**src/rtl/bc_sync_fifo_if.sv**
```systemverilog
// rtl/bc_sync_fifo_if.sv - data/status bundle between a FIFO user and bc_sync_fifo
//
// Signals:
//   wr     write request                      (master -> slave)
//   di     write data, WIDTH bits             (master -> slave)
//   rd     read request / head acknowledge    (master -> slave)
//   dout   head-of-queue word, show-ahead     (slave -> master)
//   full, empty, afull, aempty                occupancy flags (slave -> master)
//   cnt    occupancy 0..2**AW, AW+1 bits      (slave -> master)
//   ovf, udf                                  sticky overflow/underflow (slave -> master)
interface bc_sync_fifo_if #(
    parameter int WIDTH = 8,
    parameter int AW    = 4
);
    logic             wr;
    logic [WIDTH-1:0] di;
    logic             rd;
    logic [WIDTH-1:0] dout;
    logic             full;
    logic             empty;
    logic             afull;
    logic             aempty;
    logic [AW:0]      cnt;
    logic             ovf;
    logic             udf;

    modport master (
        output wr, di, rd,
        input  dout, full, empty, afull, aempty, cnt, ovf, udf
    );

    modport slave (
        input  wr, di, rd,
        output dout, full, empty, afull, aempty, cnt, ovf, udf
    );
endinterface

```
**src/rtl/bc_sync_fifo.sv**
```systemverilog
// rtl/bc_sync_fifo.sv - single-clock show-ahead FIFO with LUT-RAM storage
//
// Ports:
//   clk  rising-edge clock for all state
//   rst  synchronous active-high reset (clears pointers, count, sticky flags)
//   clr  synchronous flush (clears pointers and count, keeps sticky flags)
//   bus  bc_sync_fifo_if.slave: wr/di/rd in; dout/full/empty/afull/aempty/cnt/ovf/udf out
module bc_sync_fifo #(
    parameter int WIDTH  = 8,
    parameter int AW     = 4,
    parameter int AF_LVL = 2**AW - 2,
    parameter int AE_LVL = 2
) (
    input  logic               clk,
    input  logic               rst,
    input  logic               clr,
    bc_sync_fifo_if.slave      bus
);
    localparam int          DEPTH    = 2**AW;
    localparam logic [AW:0] C_DEPTH  = (AW+1)'(DEPTH);
    localparam logic [AW:0] C_AF_LVL = (AW+1)'(AF_LVL);
    localparam logic [AW:0] C_AE_LVL = (AW+1)'(AE_LVL);

    if (AF_LVL < 0 || AF_LVL > DEPTH || AE_LVL < 0 || AE_LVL >= DEPTH) begin : g_param_err
        $error("bc_sync_fifo: AF_LVL must be in 0..2**AW and AE_LVL in 0..2**AW-1");
    end

    logic [WIDTH-1:0] r_mem [0:DEPTH-1];
    logic [AW-1:0]    r_wp;
    logic [AW-1:0]    r_rp;
    logic [AW:0]      r_cnt;
    logic             r_ovf;
    logic             r_udf;

    logic w_full;
    logic w_empty;
    logic w_rd_acc;
    logic w_wr_acc;

    // Flags decode only the registered count, so there is no path from wr/rd.
    assign w_full   = (r_cnt == C_DEPTH);
    assign w_empty  = (r_cnt == '0);
    assign w_rd_acc = bus.rd & ~w_empty;
    // A read in the same cycle frees the slot, so a write into a full FIFO is fine then.
    assign w_wr_acc = bus.wr & (~w_full | w_rd_acc);

    // Storage is never reset; a write during rst/clr is dropped.
    always_ff @(posedge clk) begin
        if (w_wr_acc && !rst && !clr) begin
            r_mem[r_wp] <= bus.di;
        end
    end

    always_ff @(posedge clk) begin
        if (rst) begin
            r_wp  <= '0;
            r_rp  <= '0;
            r_cnt <= '0;
            r_ovf <= 1'b0;
            r_udf <= 1'b0;
        end else if (clr) begin
            r_wp  <= '0;
            r_rp  <= '0;
            r_cnt <= '0;
        end else begin
            if (w_wr_acc) begin
                r_wp <= r_wp + 1'b1;
            end
            if (w_rd_acc) begin
                r_rp <= r_rp + 1'b1;
            end
            case ({w_wr_acc, w_rd_acc})
                2'b10:   r_cnt <= r_cnt + 1'b1;
                2'b01:   r_cnt <= r_cnt - 1'b1;
                default: r_cnt <= r_cnt;
            endcase
            if (bus.wr && w_full && !w_rd_acc) begin
                r_ovf <= 1'b1;
            end
            if (bus.rd && w_empty) begin
                r_udf <= 1'b1;
            end
        end
    end

    assign bus.dout   = r_mem[r_rp];
    assign bus.cnt    = r_cnt;
    assign bus.full   = w_full;
    assign bus.empty  = w_empty;
    assign bus.afull  = (r_cnt >= C_AF_LVL);
    assign bus.aempty = (r_cnt <= C_AE_LVL);
    assign bus.ovf    = r_ovf;
    assign bus.udf    = r_udf;
endmodule

```
**src/flat_wrapper.sv**
```systemverilog
// flat-port wrapper written by rule: the top's interface ports become plain ports
module bc_sync_fifo_flat 
#(
    parameter int WIDTH  = 8,
    parameter int AW     = 4,
    parameter int AF_LVL = 2**AW - 2,
    parameter int AE_LVL = 2
)
  (clk, rst, clr, bus_wr, bus_di, bus_rd, bus_dout, bus_full, bus_empty, bus_afull, bus_aempty, bus_cnt, bus_ovf, bus_udf);
  bc_sync_fifo_if #(.WIDTH(WIDTH), .AW(AW)) bus_i ();
  input  logic clk;
  input  logic rst;
  input  logic clr;
  input wire logic [$bits(bus_i.wr)-1:0] bus_wr;
  input wire logic [$bits(bus_i.di)-1:0] bus_di;
  input wire logic [$bits(bus_i.rd)-1:0] bus_rd;
  output wire logic [$bits(bus_i.dout)-1:0] bus_dout;
  output wire logic [$bits(bus_i.full)-1:0] bus_full;
  output wire logic [$bits(bus_i.empty)-1:0] bus_empty;
  output wire logic [$bits(bus_i.afull)-1:0] bus_afull;
  output wire logic [$bits(bus_i.aempty)-1:0] bus_aempty;
  output wire logic [$bits(bus_i.cnt)-1:0] bus_cnt;
  output wire logic [$bits(bus_i.ovf)-1:0] bus_ovf;
  output wire logic [$bits(bus_i.udf)-1:0] bus_udf;
  assign bus_i.wr = bus_wr;
  assign bus_i.di = bus_di;
  assign bus_i.rd = bus_rd;
  assign bus_dout = bus_i.dout;
  assign bus_full = bus_i.full;
  assign bus_empty = bus_i.empty;
  assign bus_afull = bus_i.afull;
  assign bus_aempty = bus_i.aempty;
  assign bus_cnt = bus_i.cnt;
  assign bus_ovf = bus_i.ovf;
  assign bus_udf = bus_i.udf;
  bc_sync_fifo #(.WIDTH(WIDTH), .AW(AW), .AF_LVL(AF_LVL), .AE_LVL(AE_LVL)) u_core (.clk(clk), .rst(rst), .clr(clr), .bus(bus_i));
endmodule
```
**config.mk**
```make
export PLATFORM = sky130hd
export DESIGN_NAME = bc_sync_fifo_flat
export DESIGN_NICKNAME = d
export VERILOG_FILES = /design/src/rtl/bc_sync_fifo_if.sv /design/src/rtl/bc_sync_fifo.sv /design/src/flat_wrapper.sv
export SDC_FILE = /design/constraint.sdc
export NUM_CORES = 1
export LEC_CHECK = 0
export BUFFER_PORTS_ARGS = -buffer_cell sky130_fd_sc_hd__buf_2
export CAP_MARGIN = 20
export CORE_MARGIN = 2
export CORE_UTILIZATION = 35
export CTS_CLUSTER_DIAMETER = 150
export DETAILED_ROUTE_END_ITERATION = 10
export PLACE_DENSITY_LB_ADDON = 0.2
export SLEW_MARGIN = 20
export SYNTH_ARGS = -nofsm -noshare
export SYNTH_HDL_FRONTEND = slang
export SYNTH_SLANG_ARGS = --single-unit
```
**constraint.sdc**
```tcl
create_clock -name clk -period 7.37 [get_ports clk]
set_clock_uncertainty 0.15 [all_clocks]
set_input_delay 0.3685 -clock clk [delete_from_list [all_inputs] [get_ports clk]]
set_output_delay 0.3685 -clock clk [all_outputs]
set_load 0.02 [all_outputs]
```
==> metrics.cfg <==
[outcome]
status=finished clean

[timing]
maxSlewViolCount=0
period_share=0.420
worstMarginPinSlew_ns=1.13
max_freq_mhz=323
slew-limit-headroom=0.241
finalWorstSetupSlack_ns=4.27
rsz0062_at_grt=no
tns_ns=0
period_needed_ns=3.10
hold_violations=0
setup_violations=0

[floorplanning]
core-area_mm2=0.0165
initial_utilization=0.358
io_pins=32
fp.dieW_um=134
fp-row-count=47
die_area_mm2=0.0179
fp.dieH_um=134

[yosys]
syn_nets=336
synth-edff-count=128
synth_flop_cell=edfxtp_1
ys_top_cells_by_area=edfxtp_1 (65%), mux4_2 (15%), dfxtp_1 (6.4%)
ys_ff_latch=147
yosysUniqueCellTypes=40
ys_seq_area_frac=0.715
yosys_warnings=0
yosys.area.top_type_share=0.650
avgSynthCellArea_um2=18.6
synth_cells=317
syn_area_mm2=0.00591
yosysTopAreaCell=edfxtp_1
async_flop_share=0

[global_route]
use_met2=0.229
antenna_found_initial=1
overflow=0
grt_util_met3=0.0522
grt_pass1_wl_um=18700
grt_pass1_vias=3073
track_usage=0.148
grt-busiest-layer=met2
grtUsageMet1=0.194
grt_max_degree=33

[drt]
post_drt_wl_per_cell_um=20.9
drc=0
dr.pass1.iters=4
routed_via_density=5.09
wirelength_um=12300
num_vias=3013
ant_nets=0
drtIter0Drc=255

[worst_setup_path]
cp_slowest_cell=mux4_2
cp_common_cell=mux4_2
startpoint_type=flip-flop
critPathTopFamily=multiplexers
critPathCaptureType=primary output
critical_path.max_stage_delay_ns=0.59
rrSetupSlack_ns=4.42
cp_num_buf_inv=2
cp_data_arrival_time_ns=2.58
worstPathMaxFanout=32
critical_path_class=flip-flop to primary output
cp_cell_sequence=buf_4 > mux4_2 > mux4_2 > buf_2
cp.required_ns=6.85

[pwr]
seqPwrFrac=0.497
p_int_w=0.00146
p_switching_w=0.000370
combPwrFrac=0.033
cellPowerDensity_mw_per_mm2=265
vdd.ir_drop.worst_mv=0.162
sw_frac_of_total=0.202
power_frac_clock=0.470
leakagePower_nw=2.24
power_w=0.00183

[final_layout]
final_common_cell=edfxtp_1
nFillCells=1472
drive_gt1_frac=0.317
area_delta_synth_final_pct=17.2
antenna_cells=0
nets=378
final_core_util=0.419
layout_common_cells=edfxtp_1 (128), mux4_2 (40), buf_2 (31), nor2_1 (29), dfxtp_1 (18)

[clock_network]
clock_latency_ns=0.42
cts.sinks=147
cts.reportedPaths.clkPinSlew_ns=0.06
cts_max_path_buffers=2
cts-root-buf=clkbuf_16
cts_max_level=4
post_cts_resized=0
numCtsBuffers=17
cts_tree=built

[worst_hold_path]
hp-class=input pin to flip-flop

[place]
globalplace.congestion=0.741
dpl.hpwl_um=7550
pre_cts_slack_ns=4.47
portBuffers=31

[run]
maxCapViolations=0

[state kept, by name, indices dropped and copies added (netlist names), named ones only]
signal	cells
u_core.r_mem	128
u_core.bus.cnt	5
u_core.r_rp	4
u_core.r_wp	4
u_core.bus.ovf	1
u_core.bus.udf	1
[layout make-up]
type,count,area [µm²],area share
Sequential cell,147,4230,0.610
Multi-Input combinational cell,147,1580,0.228
Clock buffer,19,433,0.0625
Tap cell,220,275,0.0397
Timing Repair Buffer,41,233,0.0336
Clock inverter,13,160,0.0231
Inverter,5,18.8,0.00271
[power by group through the flow]
| stage | sequential (W) | combinational, W | clock (W) |
|---|---|---|---|
| after floorplan | 0.000929 | 0.0000369 | 0 |
| after global placement | 0.000928 | 0.0000606 | 0 |
| after CTS | 0.000910 | 0.0000615 | 0.000882 |
| after global routing | 0.000911 | 0.0000666 | 0.000917 |
| after detailed placement | 0.000928 | 0.0000610 | 0 |
| final | 0.000911 | 0.0000603 | 0.000862 |
[cells by family (layout without fill, tap and decap cells)]
kind of cell	Yosys count	after routing	share of synthesized area
buffers and inverters	23	78	0.0178
DFF	147	147	0.715
and+or+nand+nor	68	68	0.0559
adders and majority gates	6	6	0.0127
AOI/OAI and AO/OA	20	20	0.0241
xor gates and xnor gates	5	5	0.00741
muxes	48	48	0.167
[worst min-delay path: stages]
cell	delay [ns]
buf_2	0.11
or3_1	0.11
mux2i_1	0.06
[cell usage after synthesis (2+ instances only)]
| cell | n |
|---|---|
| a21oi_1 | 2 |
| a31oi_1 | 2 |
| buf_1 | 2 |
| buf_2 | 3 |
| buf_4 | 2 |
| clkbuf_1 | 10 |
| dfxtp_1 | 19 |
| edfxtp_1 | 128 |
| ha_1 | 6 |
| inv_1 | 5 |
| mux2_2 | 2 |
| mux2i_1 | 5 |
| mux4_2 | 40 |
| nand2_1 | 7 |
| nand2b_1 | 4 |
| nand3_1 | 8 |
| nor2_1 | 29 |
| nor2b_1 | 3 |
| nor3_1 | 9 |
| o211ai_1 | 3 |
| o21a_1 | 3 |
| o21ai_0 | 2 |
| or3_1 | 3 |
| xor2_1 | 4 |
[routing by layer]
metal | wire, µm | vias up
li1 | - | 1352
met1 | 5350 | 1530
met2 | 5950 | 111
met3 | 864 | 18
met4 | 160 | 2
met5 | 13 | -
[timing repair]
item	in CTS	in global routing
endpoints found under the hold margin	2	0
setup buffers	0	0
hold buffers	1	0
[per-stage QoR]
| stage | cell area, µm² | hold WS [ns] | instances |
|---|---|---|---|
| global route | 6930 | 0.107 | 592 |
| detailed placement | 6320 | 0.305 | 559 |
| finish | 6930 | 0.128 | 592 |
| floorplan | 5910 | 0.291 | 317 |
| global placement | 6320 | 0.297 | 559 |
| CTS | 6930 | 0.0948 | 592 |
[worst paths after layout]
| kind | startpoint | endpoint | cells after the start |
|---|---|---|---|
| worst min register to register | u_core.bus.udf | u_core.bus.udf | 2 |
| worst max-delay path | flip-flop | bus_dout[2] | 4 |
| worst min-delay path | clr | u_core.bus.cnt[3] | 3 |
| worst max register to register | u_core.bus.cnt[1] | u_core.r_mem[14][6] | 4 |
(Power assumes the default switching activity.)
